==> src/rtl/systemizer_pk_reader_if.sv <==
// Public-key output stream of systemizer_pk_reader: N-bit words on valid/ready with a last marker.
interface systemizer_pk_reader_if #(
  parameter int unsigned N = 20
);
  logic         pk_valid;
  logic         pk_ready;
  logic [N-1:0] pk_data;
  logic         pk_last;

  modport master (output pk_valid, pk_data, pk_last, input pk_ready);
  modport slave  (input pk_valid, pk_data, pk_last, output pk_ready);
endinterface

==> src/rtl/systemizer_pk_reader.sv <==
// Drains the systemized public-key matrix row-major out of column-block-major block memory.
// Define SYSTEMIZER_PK_READER_FULL_MATRIX_EN to export the identity column blocks as well.
module systemizer_pk_reader #(
  parameter int unsigned N      = 20,
  parameter int unsigned L      = 200,
  parameter int unsigned K      = 400,
  parameter int unsigned RD_LAT = 1,
  localparam int unsigned AW    = $clog2(L * K / N)
) (
  input  logic                   clk,
  input  logic                   rst,
  input  logic                   start,
  input  logic                   fail_in,
  output logic                   busy,
  output logic                   done,
  output logic                   fail,
  output logic                   mem_rd_en,
  output logic [AW-1:0]          mem_rd_addr,
  input  logic [N-1:0]           mem_data_in,
  systemizer_pk_reader_if.master pk
);

  localparam int unsigned NB = K / N;
`ifdef SYSTEMIZER_PK_READER_FULL_MATRIX_EN
  localparam int unsigned CB0 = 0;
`else
  localparam int unsigned CB0 = L / N;
`endif
  localparam int unsigned W    = L * (NB - CB0);
  localparam int unsigned D    = RD_LAT + 2;
  localparam int unsigned AW1  = AW + 1;
  localparam int unsigned CW   = $clog2(NB + 1);
  localparam int unsigned WW   = $clog2(W + 1);
  localparam int unsigned PW   = $clog2(D);
  localparam int unsigned CNTW = $clog2(D + 1);
  localparam int unsigned OW   = $clog2(2 * D + 1);
  localparam logic [AW1-1:0] Base0 = AW1'(CB0 * L);

  typedef enum logic [1:0] {StIdle, StRun, StDrain, StDone} state_e;

  state_e            state_q, state_d;
  logic [CW-1:0]     cb_q;
  logic [AW1-1:0]    acc_q, row_q;
  logic [WW-1:0]     reads_left_q, words_left_q;
  logic              rd_en_q, fail_q;
  logic [AW-1:0]     rd_addr_q;
  logic [RD_LAT-1:0] pipe_q;
  logic [N-1:0]      fifo_q [D];
  logic [PW-1:0]     wr_ptr_q, rd_ptr_q;
  logic [CNTW-1:0]   count_q;

  logic          push, pop, issue, start_ok;
  logic [OW-1:0] occ;

  assign start_ok = (state_q == StIdle) && start;
  assign push     = pipe_q[RD_LAT-1];
  assign pop      = pk.pk_valid && pk.pk_ready;

  // Queued words plus reads in flight; a word popped this cycle frees its slot for a new read.
  always_comb begin
    occ = OW'(count_q) + OW'(rd_en_q);
    for (int i = 0; i < RD_LAT; i++) begin
      occ = occ + OW'(pipe_q[i]);
    end
  end

  assign issue = ((state_q == StRun) && (occ < OW'(D) + OW'(pop))) || (start_ok && !fail_in);

  always_comb begin
    state_d = state_q;
    unique case (state_q)
      StIdle:  if (start) state_d = fail_in ? StDone : ((W == 1) ? StDrain : StRun);
      StRun:   if (issue && reads_left_q == WW'(1)) state_d = StDrain;
      StDrain: if (pop && words_left_q == WW'(1)) state_d = StDone;
      StDone:  state_d = StIdle;
      default: state_d = StIdle;
    endcase
  end

  always_ff @(posedge clk or posedge rst) begin
    if (rst) begin
      state_q      <= StIdle;
      cb_q         <= CW'(CB0);
      acc_q        <= Base0;
      row_q        <= Base0;
      reads_left_q <= WW'(W);
      words_left_q <= WW'(W);
      rd_en_q      <= 1'b0;
      rd_addr_q    <= '0;
      fail_q       <= 1'b0;
      pipe_q       <= '0;
      wr_ptr_q     <= '0;
      rd_ptr_q     <= '0;
      count_q      <= '0;
      for (int i = 0; i < D; i++) fifo_q[i] <= '0;
    end else begin
      state_q <= state_d;
      rd_en_q <= issue;
      if (start_ok) fail_q <= fail_in;
      // Counters are re-armed on the way back to idle so the first read can issue straight from it.
      if (state_q == StDone) begin
        cb_q         <= CW'(CB0);
        acc_q        <= Base0;
        row_q        <= Base0;
        reads_left_q <= WW'(W);
        words_left_q <= WW'(W);
      end else begin
        if (issue) begin
          rd_addr_q    <= acc_q[AW-1:0];
          reads_left_q <= reads_left_q - WW'(1);
          if (cb_q == CW'(NB - 1)) begin
            cb_q  <= CW'(CB0);
            row_q <= row_q + AW1'(1);
            acc_q <= row_q + AW1'(1);
          end else begin
            cb_q  <= cb_q + CW'(1);
            acc_q <= acc_q + AW1'(L);
          end
        end
        if (pop) words_left_q <= words_left_q - WW'(1);
      end
      pipe_q[0] <= rd_en_q;
      for (int i = 1; i < RD_LAT; i++) pipe_q[i] <= pipe_q[i-1];
      if (push) begin
        fifo_q[wr_ptr_q] <= mem_data_in;
        wr_ptr_q         <= (wr_ptr_q == PW'(D - 1)) ? '0 : wr_ptr_q + PW'(1);
      end
      if (pop) rd_ptr_q <= (rd_ptr_q == PW'(D - 1)) ? '0 : rd_ptr_q + PW'(1);
      count_q <= count_q + CNTW'(push) - CNTW'(pop);
    end
  end

  assign busy        = (state_q == StRun) || (state_q == StDrain);
  assign done        = (state_q == StDone);
  assign fail        = fail_q;
  assign mem_rd_en   = rd_en_q;
  assign mem_rd_addr = rd_addr_q;
  assign pk.pk_valid = (count_q != '0);
  assign pk.pk_data  = pk.pk_valid ? fifo_q[rd_ptr_q] : '0;
  assign pk.pk_last  = pk.pk_valid && (words_left_q == WW'(1));

endmodule

==> src/flat_wrapper.sv <==
// flat-port wrapper written by rule: the top's interface ports become plain ports
module systemizer_pk_reader_flat 
#(
  parameter int unsigned N      = 20,
  parameter int unsigned L      = 200,
  parameter int unsigned K      = 400,
  parameter int unsigned RD_LAT = 1,
  localparam int unsigned AW    = $clog2(L * K / N)
)
  (clk, rst, start, fail_in, busy, done, fail, mem_rd_en, mem_rd_addr, mem_data_in, pk_pk_valid, pk_pk_data, pk_pk_last, pk_pk_ready);
  systemizer_pk_reader_if #(.N(N)) pk_i ();
  input  logic clk;
  input  logic rst;
  input  logic start;
  input  logic fail_in;
  output logic busy;
  output logic done;
  output logic fail;
  output logic mem_rd_en;
  output logic [AW-1:0] mem_rd_addr;
  input  logic [N-1:0] mem_data_in;
  output wire logic [$bits(pk_i.pk_valid)-1:0] pk_pk_valid;
  output wire logic [$bits(pk_i.pk_data)-1:0] pk_pk_data;
  output wire logic [$bits(pk_i.pk_last)-1:0] pk_pk_last;
  input wire logic [$bits(pk_i.pk_ready)-1:0] pk_pk_ready;
  assign pk_pk_valid = pk_i.pk_valid;
  assign pk_pk_data = pk_i.pk_data;
  assign pk_pk_last = pk_i.pk_last;
  assign pk_i.pk_ready = pk_pk_ready;
  systemizer_pk_reader #(.N(N), .L(L), .K(K), .RD_LAT(RD_LAT)) u_core (.clk(clk), .rst(rst), .start(start), .fail_in(fail_in), .busy(busy), .done(done), .fail(fail), .mem_rd_en(mem_rd_en), .mem_rd_addr(mem_rd_addr), .mem_data_in(mem_data_in), .pk(pk_i));
endmodule
==> config.mk <==
export PLATFORM = sky130hd
export DESIGN_NAME = systemizer_pk_reader_flat
export DESIGN_NICKNAME = d
export VERILOG_FILES = /design/src/rtl/systemizer_pk_reader_if.sv /design/src/rtl/systemizer_pk_reader.sv /design/src/flat_wrapper.sv
export SDC_FILE = /design/constraint.sdc
export NUM_CORES = 1
export LEC_CHECK = 0
export ABC_AREA = 1
export ABC_CLOCK_PERIOD_IN_PS = 4950
export CORE_ASPECT_RATIO = 0.6
export CORE_MARGIN = 8
export CORE_UTILIZATION = 45
export DETAILED_ROUTE_END_ITERATION = 16
export GPL_TIMING_DRIVEN = 0
export PLACE_DENSITY = 0.71
export SLEW_MARGIN = 5
export SYNTH_ARGS = -nofsm -noshare
export SYNTH_HDL_FRONTEND = slang
export SYNTH_SLANG_ARGS = --single-unit
==> constraint.sdc <==
create_clock -name clk -period 4.95 [get_ports clk]
set_input_delay 0.495 -clock clk [delete_from_list [all_inputs] [get_ports clk]]
set_output_delay 0.495 -clock clk [all_outputs]
set_load 0.01 [all_outputs]
---- Word-level counts from Yosys, hierarchy flattened ----
Index checks and enable logic that the tools add are counted.
word-level totals
  bits in registers ....................... 136
  bits of input ports ..................... 25
  output and inout bits ................... 38
  word-level logic and storage cells ...... 92
operators by class
  add/subtract/negate cells ............... 12
  order comparisons ....................... 4
  equality and inequality tests ........... 11
  mux-type cells .......................... 27
  bitwise gates (word level) .............. 3
  reduce and logical (&&, ||, !) cells .... 19
operator list
  operator                 number
  $mux W20                 4
  $mux W13                 6
  $bwmux W60               1
  $mux W11                 4
  $bmux W20 S2             1
  $demux W20 S2            1
  $eq A11 B1 Y1 const B    2
  $sub A11 B1 Y11 const B  2
  $mux W5                  3
  $add A13 B1 Y13 const B  1
  $add A13 B8 Y13 const B  1
  $mux W2                  6
  $eq A2 B2 Y1 const B     4
  $logic_and A1 B1 Y1      8
  $pmux W2 S4              1
  $reduce_bool A2 Y1       4
  $ge A3 B3 Y1 const B     2
  $not A2 Y3               2
  $add A5 B1 Y5 const B    1
  $eq A5 B5 Y1 const B     1
  $add A2 B1 Y2 const B    2
  $ne A2 B1 Y1 const B     2
  $reduce_and A2 Y1        2
  $add A2 B1 Y3            1
  13 further kinds         14

---- Depth between registers and ports, before layout ----
Gate-level depths: netlist (run 1).
  word-level depth ........................ 9
  gate-level depth with buffers ........... 15
  mapped depth without buffers ............ 13

---- Worst setup path before layout (run 1) ----
OpenSTA, ideal clock, no wires.
  kind .................................... register -> register
  from .................................... register u_core.rd_en_q (netlist: u_core.mem_rd_en)
  to ...................................... register u_core.row_q[2]
  library setup time ...................... 0.125 ns
  data arrival time ....................... 2.133 ns
  data required time ...................... 4.825 ns
  slack ................................... 2.692 ns
  cell stages (with the launch flop) ...... 15
  buffers on the path ..................... 1
  clock period less this slack ............ 2.258 ns
  cells stage by stage .................... dfrtp_1 > fa_1 > ha_1 > ha_1 > nand2_1 > inv_1 > nand2_1 > nand2_2 > nand2_8 > inv_4 > nand2_4 > nand2_4 > buf_6 > nand2_1 > nand2_1
on the way
  cells in the longest elaborated chain, start to end .. 7
RTL lines
  element                       line                         RTL
  start, declared               systemizer_pk_reader.sv:45   logic rd_en_q, fail_q;
  start signal, assigned        systemizer_pk_reader.sv:98   rd_en_q <= issue;
  $add A2 B1 Y3                 systemizer_pk_reader.sv:61   occ = OW'(count_q) + OW'(rd_en_q);
  $add A3 B1 Y3                 systemizer_pk_reader.sv:63   occ = occ + OW'(pipe_q[i]);
  $lt A3 B3 Y1                  systemizer_pk_reader.sv:67   assign issue = ((state_q == StRun) && (occ < OW'(D) + OW'(pop))) || (start_ok && !fail_in);
  $logic_and A1 B1 Y1           systemizer_pk_reader.sv:67
  $logic_or A1 B1 Y1            systemizer_pk_reader.sv:67
  $reduce_bool A2 Y1 (no line)  n/a
  $reduce_and A2 Y1 (no line)   n/a
  end signal, assigned          systemizer_pk_reader.sv:85   row_q <= Base0;
  end signal, assigned          systemizer_pk_reader.sv:104  row_q <= Base0;
  end signal, assigned          systemizer_pk_reader.sv:113  row_q <= row_q + AW1'(1);
  end, declared                 systemizer_pk_reader.sv:43   logic [AW1-1:0] acc_q, row_q;
Every way passes these cells.
A chain may end at the register's enable or synchronous reset.

---- Worst setup path in the final report (run 1) ----
  from .................................... register u_core.rd_ptr_q[1]
  to ...................................... output pk_pk_data[4]
on the way
  cells in the longest elaborated chain, start to end .. 5
RTL lines
  element                                      line                         RTL
  start, declared                              systemizer_pk_reader.sv:49   logic [PW-1:0] wr_ptr_q, rd_ptr_q;
  start signal, assigned                       systemizer_pk_reader.sv:128  if (pop) rd_ptr_q <= (rd_ptr_q == PW'(D - 1)) ? '0 : rd_ptr_q + PW'(1);
  $not A2 Y3 (implied by the code)             systemizer_pk_reader.sv:139  assign pk.pk_data = pk.pk_valid ? fifo_q[rd_ptr_q] : '0;
  $bmux W20 S2                                 systemizer_pk_reader.sv:139
  $mux W20 (implied by the code) (2 in a row)  systemizer_pk_reader.sv:139
  $mux W20                                     systemizer_pk_reader.sv:139
  end, declared                                flat_wrapper.sv:23           output wire logic [$bits(pk_i.pk_data)-1:0] pk_pk_data;
Every way passes these cells. The select of a mux whose other input is x is not followed.

==> results.md, run 1 <==
* Overall die width at 174 µm
* Final net count at 973
* Post-synth design cell area at 0.00676 mm²
* First-pass GRT wire length at 29,000 µm
* Met2 usage in global routing at 0.244
* Relative slew slack at 0.578
* Sequential-to-total area share from yosys stat at 0.501
* Die Height at 111 µm
* Initial Util at 0.463
* # diodes at 0
* WL/cell at 15.2 µm
* Drt drc at 0
* Type of the most critical hold path: reg -> reg
* Setup Fix Bufs, Post-CTS at 0
* Mean post-synth cell area at 7.97 µm²
* Status: finished, final reports clean
* Net Count, Synth at 891
* FF+latch count, synth at 134
* FP Rows at 34
* Area delta synth->final at 22.6%
* Clock-pin slew on the worst setup and hold paths at 0.06 ns
* Post-Route WL at 17,300 µm
* Min Tclk post-route at 3.10 ns
* Gates resized, CTS repair at 0
* CTS H-tree depth at 4
* Kind of critical path: reg -> out
* Io pins at 63
* Clock Skews at 0.0111 ns
* Antenna violations before repair at 0
* RSZ-0062 raised after global routing: false
* Layout cell share with drive strength beyond 1 at 0.0933
* Crit path arrival time at 2.60 ns
* Final setup fails at 0
* Die area at 0.0193 mm²
* GR Layer Usage met1 at 0.276
* Max VDD drop at 271 µV
* Setup TNS at 0 ns
* CTS buffer count at 17
* Max Slew Vio Count at 0
* Final Hold Fails at 0
* Achievable Freq at 0.323 GHz
* Tcrit/Tclk final at 0.626
* First-pass iteration count of the detailed router at 5
* CTS hold repair buffers at 0
* Core region area at 0.0146 mm²
* Pwr Total at 5.97 mW
* LEAKAGE at 4.17 nW
* GPL Wtd Cong at 0.847
* ANT nets after route at 0
* Fillers at 1,309
* Yosys cell types at 41
* Hpwl dp at 11,900 µm
* Worst EP required at 4.45 ns
* Most common cell after layout, fill and taps aside: nand2_1
* Final worst slack at 1.85 ns
* Dpl ws at 2.20 ns
* Pin count of the biggest net entering global routing at 77
* Number of global-route vias before repair at 5,624
* Root Driver: clkbuf_16
* Most used routing layer: met1
* CP Max Fanout at 10
* Max Cap Violations at 0
* YS warnings at 0
* I/O Buffers at 62
* Avg Vias per Cell at 5.13
* Instance count of the mapped netlist at 848
* Top FF cell, synth: dfrtp_1
* GRT overflow at 0
* Grt met3 use at 0.0534
* Least-Margin Pin Slew at 0.633 ns
* Commonest non-fill, non-tap cells in the layout: nand2_1 (267), dfrtp_1 (108), inv_1 (93)
* EDFF count, synth at 0
* Asr flop ratio synth at 1.00
* Clock Sinks at 134
* Startpoint type of the worst setup path: flop
* Cell Pwr Density at 720 mW/mm²
* 1st-iter DRT viols at 574
* Critical path capture point type: output pin
* CTS tree: built
* CTS max path bufs at 2
* Via count at 5,853
* Tot GR Track Use at 0.183
* Clk Latency, worst-skew pair at 0.42 ns
## report_power, final
group / leakage [nW] / total, mW / switching, mW / internal [mW]
Clock: 0.301 / 1.36 / 0.510 / 0.848
Sequential: 1.62 / 1.96 / 0.330 / 1.63
Combinational: 2.25 / 2.65 / 1.60 / 1.05
Total: 4.17 / 5.97 / 2.44 / 3.53
## cells by family (layout without fill, tap and decap cells)
logic type                 after synthesis  count (layout)  synth area share
DFF                                    134             134             0.501
and+or+nand+nor                        416             416             0.260
AOI/OAI and AO/OA                      132             132             0.107
xor gates and xnor gates                13              13            0.0168
buffers and inverters                  134             229            0.0790
muxes                                    1               1           0.00167
adders and majority gates               18              18            0.0344
## final cells by class
type / instances / area [µm²] / share of cell area
Sequential cell: 134 / 3390 / 0.409
Buffer: 35 / 160 / 0.0193
Multi-Input combinational cell: 580 / 2840 / 0.343
Tap cell: 198 / 248 / 0.0299
Clock buffer: 18 / 429 / 0.0518
Timing Repair Buffer: 63 / 648 / 0.0782
Inverter: 99 / 379 / 0.0457
Clock inverter: 14 / 198 / 0.0239
## cell usage after synthesis (2+ instances only)
cell type  count  area share
a21oi_1       16       0.012
a22oi_1       13       0.014
a31oi_1        2      0.0019
buf_2          5      0.0037
buf_4          2      0.0022
buf_6          2      0.0033
clkbuf_1      26       0.014
dfrtp_1      108        0.40
dfstp_2       26        0.10
ha_1          17       0.031
inv_1         94       0.052
inv_2          4      0.0022
nand2_1      267        0.15
nand2_2        3      0.0028
nand2_4        3      0.0050
nand3_1       64       0.047
nand3b_1       2      0.0022
nand4_1        8      0.0074
nor2_1        53       0.029
nor2_2         2      0.0019
nor3_1         4      0.0030
nor4_1         2      0.0019
o211ai_1       2      0.0022
o21ai_0       81       0.060
o21ai_1       12      0.0089
o22ai_1        2      0.0019
or2_0          2      0.0019
or2_2          2      0.0019
xnor2_1        5      0.0065
xor2_1         8       0.010
## critical path, stage by stage, from the launching register on
cell and delay, ns:
dfrtp_1 0.45, nor2_1 0.22, clkbuf_1 0.52, a22oi_1 0.23, nand2_1 0.12, nand2_1 0.05
inv_1 0.06, clkdlybuf4s50_1 0.53
## stage by stage
step,cell area (µm²),hold slack [ns],util,instances
4_1_cts,8290,0.443,0.568,1141
6_report,8290,0.435,0.568,1141
2_1_floorplan,6760,0.442,-,848
3_5_place_dp,7660,0.436,0.525,1109
3_3_place_gp,7630,0.432,0.523,1108
5_1_grt,8290,0.468,0.568,1141
## final timing paths
| check | from | end | slack, ns | depth (start not counted) |
|---|---|---|---|---|
| max reg2reg | u_core.pipe_q$_DFF_PP0_ | u_core.acc_q[8]$_DFFE_PP1P_ | 2.35 | 12 |
| max | u_core.rd_ptr_q[1]$_DFFE_PP0P_ | pk_pk_data[4] | 1.85 | 7 |
| max in group asynchronous | rst | u_core.reads_left_q[10]$_DFFE_PP1P_ | 3.63 | 3 |
| min | u_core.mem_rd_en$_DFF_PP0_ | u_core.pipe_q$_DFF_PP0_ | 0.44 | 0 |
| min in group asynchronous | rst | u_core.mem_rd_addr[8]$_DFFE_PP0P_ | 0.52 | 2 |
| min reg2reg | u_core.mem_rd_en$_DFF_PP0_ | u_core.pipe_q$_DFF_PP0_ | 0.44 | 0 |
## registers in the layout (all words and copies together), names as in the netlist
signal / cells
u_core.state_q: 2
u_core.words_left_q: 11
u_core.pipe_q: 1
u_core.count_q: 2
u_core.rd_ptr_q: 2
u_core.reads_left_q: 11
u_core.fail: 1
u_core.mem_rd_en: 1
u_core.acc_q: 12
u_core.cb_q: 5
u_core.wr_ptr_q: 2
u_core.row_q: 12
u_core.mem_rd_addr: 12
u_core.fifo_q: 60
## routing by layer
| metal | routed length (µm) | share of wire |
|---|---|---|
| met1 | 8980 | 0.52 |
| met2 | 6910 | 0.40 |
| met3 | 1330 | 0.077 |
| met4 | 128 | 0.0074 |
| met5 | 0 | 0 |
Note: power is estimated with default switching activity, not from simulation.
==> run 2, diff against run 1 <==
--- a/config.mk
+++ b/config.mk
@@ -6,7 +6,7 @@
 export NUM_CORES = 1
 export LEC_CHECK = 0
 export ABC_AREA = 1
-export ABC_CLOCK_PERIOD_IN_PS = 4950
+export ABC_CLOCK_PERIOD_IN_PS = 3300
 export CORE_ASPECT_RATIO = 0.6
 export CORE_MARGIN = 8
 export CORE_UTILIZATION = 45
==> constraint.sdc (replaced) <==
create_clock -name clk -period 3.3 [get_ports clk]
set_input_delay 0.33 -clock clk [delete_from_list [all_inputs] [get_ports clk]]
set_output_delay 0.33 -clock clk [all_outputs]
set_load 0.01 [all_outputs]
==> results.md, run 2 (synthesized netlist as in run 1, its figures left out) <==
* # diodes at 0
* Drt drc at 0
* Clock Skews at 0.00678 ns
* Commonest non-fill, non-tap cells in the layout: nand2_1 (267), dfrtp_1 (108), inv_1 (93)
* Cell-by-cell listing of the critical path: nor2_1 -> clkbuf_1 -> a22oi_1 -> nand2_1 -> nand2_1 -> inv_1 -> clkdlybuf4s50_1
* R2r setup slk at 0.75 ns
* Pin count of the biggest net entering global routing at 38
* ANT nets after route at 0
* CTS H-tree depth at 4
* Critical path capture point type: output pin
* Max VDD drop at 461 µV
* WHS at 0.432 ns
* Delay-heaviest family, CP: buffers and inverters
* Die area at 0.0193 mm²
* Number of global-route vias before repair at 5,690
* Setup Fix Bufs, Post-CTS at 0
* Min Tclk post-route at 2.90 ns
* Via count at 5,836
* CTS buffer count at 17
* Relative slew slack at 0.435
* Slowest stage cell, crit path: clkdlybuf4s50_1
* WL/cell at 15.0 µm
* Clock-pin slew on the worst setup and hold paths at 0.06 ns
* First-pass GRT wire length at 29,400 µm
* Final net count at 975
* Achievable Freq at 0.345 GHz
* CP Max Fanout at 10
* Cell Pwr Density at 1040 mW/mm²
* Final setup fails at 0
* Worst reg-to-reg path cell count at 12
* Status: finished, final reports clean
* Most common cell on crit path: nand2_1
* Hpwl dp at 12,100 µm
* Initial Util at 0.463
* Clock Sinks at 134
* Antenna violations before repair at 0
* FP Rows at 34
* Kind of critical path: reg -> out
* CTS hold repair buffers at 0
* Least-Margin Pin Slew at 0.845 ns
* Tot GR Track Use at 0.184
* Core region area at 0.0146 mm²
* Gates resized, CTS repair at 0
* WP buf/inv at 3
* Worst R2R End: u_core.acc_q[8]$_DFFE_PP1P_
* Max Slew Vio Count at 0
* Crit path arrival time at 2.57 ns
* I/O Buffers at 62
* Tcrit/Tclk final at 0.879
* Dpl ws at 0.727 ns
* Startpoint type of the worst setup path: flop
* RSZ-0062 raised after global routing: false
* CP peak stage delay at 0.53 ns
* Fillers at 1,334
* Cell area after placement at 0.00769 mm²
* Setup TNS at 0 ns
* Avg Vias per Cell at 5.11
* Root Driver: clkbuf_16
* Largest reg by FF count: u_core.fifo_q
* Final worst slack at 0.399 ns
* Final std cell area, no fill at 0.00822 mm²
* Worst EP required at 2.97 ns
* Layout cell share with drive strength beyond 1 at 0.0953
* Overall die width at 174 µm
* Max Cap Violations at 0
* Area delta synth->final at 21.5%
* CTS max path bufs at 2
* Io pins at 63
* First-pass iteration count of the detailed router at 5
* CTS tree: built
* Most common cell after layout, fill and taps aside: nand2_1
* Type of the most critical hold path: in -> async
* Pwr Total at 8.58 mW
* Largest register FFs at 60
* Final Hold Fails at 0
* Clk Latency, worst-skew pair at 0.41 ns
* RR Startpoint: u_core.pipe_q$_DFF_PP0_
* 1st-iter DRT viols at 521
* GRT overflow at 0
* Post-Route WL at 17,100 µm
* Die Height at 111 µm
* GPL Wtd Cong at 0.840
* LEAKAGE at 4.13 nW
[run 2: changes by cell type in the layout (fill, tap and decap cells not counted), moves of 2 or more]
cell,change
buf_12,+3
clkinv_2,+4
bufinv_16,-4
clkinvlp_4,+4
inv_6,-3
clkinv_4,-2
[run 2: stage by stage]
step / utilization / instances
CTS: 0.563 / 1142
floorplan: - / 848
global route: 0.563 / 1142
finish: 0.563 / 1142
detailed placement: 0.527 / 1111
global placement: 0.523 / 1108
[run 2: how the worst max path moves through the flow]
stage / startpoint / endpoint / slack [ns] / cells after the start
2_1_floorplan: u_core.mem_rd_en$_DFF_PP0_ / u_core.row_q[2]$_DFFE_PP0P_ / 1.04 / 14
3_3_place_gp: rst / u_core.mem_rd_addr[8]$_DFFE_PP0P_ / 0.06 / 2
3_5_place_dp: pk_pk_ready / u_core.acc_q[1]$_DFFE_PP0P_ / 0.73 / 16
4_1_cts: u_core.rd_ptr_q[1]$_DFFE_PP0P_ / pk_pk_data[18] / 0.44 / 7
5_1_grt: u_core.rd_ptr_q[1]$_DFFE_PP0P_ / pk_pk_data[4] / 0.20 / 7
6_report: u_core.rd_ptr_q[1]$_DFFE_PP0P_ / pk_pk_data[18] / 0.40 / 7
[run 2: cell type report]
| cell class | instances | area [µm²] | area share |
|---|---|---|---|
| Buffer | 35 | 160 | 0.0195 |
| Clock buffer | 18 | 439 | 0.0535 |
| Clock inverter | 13 | 85.1 | 0.0104 |
| Inverter | 99 | 378 | 0.0460 |
| Multi-Input combinational cell | 580 | 2840 | 0.346 |
| Sequential cell | 134 | 3390 | 0.412 |
| Tap cell | 198 | 248 | 0.0302 |
| Timing Repair Buffer | 65 | 681 | 0.0829 |
[run 2: power by group]
group	internal, mW	total [mW]	switching, mW
Clock	0.968	1.70	0.731
Sequential	2.44	2.94	0.497
Combinational	1.58	3.94	2.36
[run 2: per-layer routing]
metal  GRT usage  up-vias  wire, µm
met5           0        -         0
met2       0.248      179      6650
met4      0.0459        0       134
li1            -     2878         -
met1       0.284     2766      9050
met3      0.0446       13      1280
[run 2: worst reg2reg max path, stage by stage, from the launching register on]
cell,delay (ns)
dfrtp_1,0.48
fa_1,0.40
ha_1,0.30
ha_1,0.28
nand2_1,0.04
inv_1,0.04
nand2_1,0.05
nand2_2,0.10
nand2_8,0.08
nor2_4,0.22
buf_2,0.30
nand2_1,0.08
nand2_1,0.10
==> run 3, diff against run 2 <==
--- a/config.mk
+++ b/config.mk
@@ -17,3 +17,4 @@
 export SYNTH_ARGS = -nofsm -noshare
 export SYNTH_HDL_FRONTEND = slang
 export SYNTH_SLANG_ARGS = --single-unit
+export TNS_END_PERCENT = 10
==> results of run 3 <==
No change in the layout: final DEF, timing and power equal those of run 2.
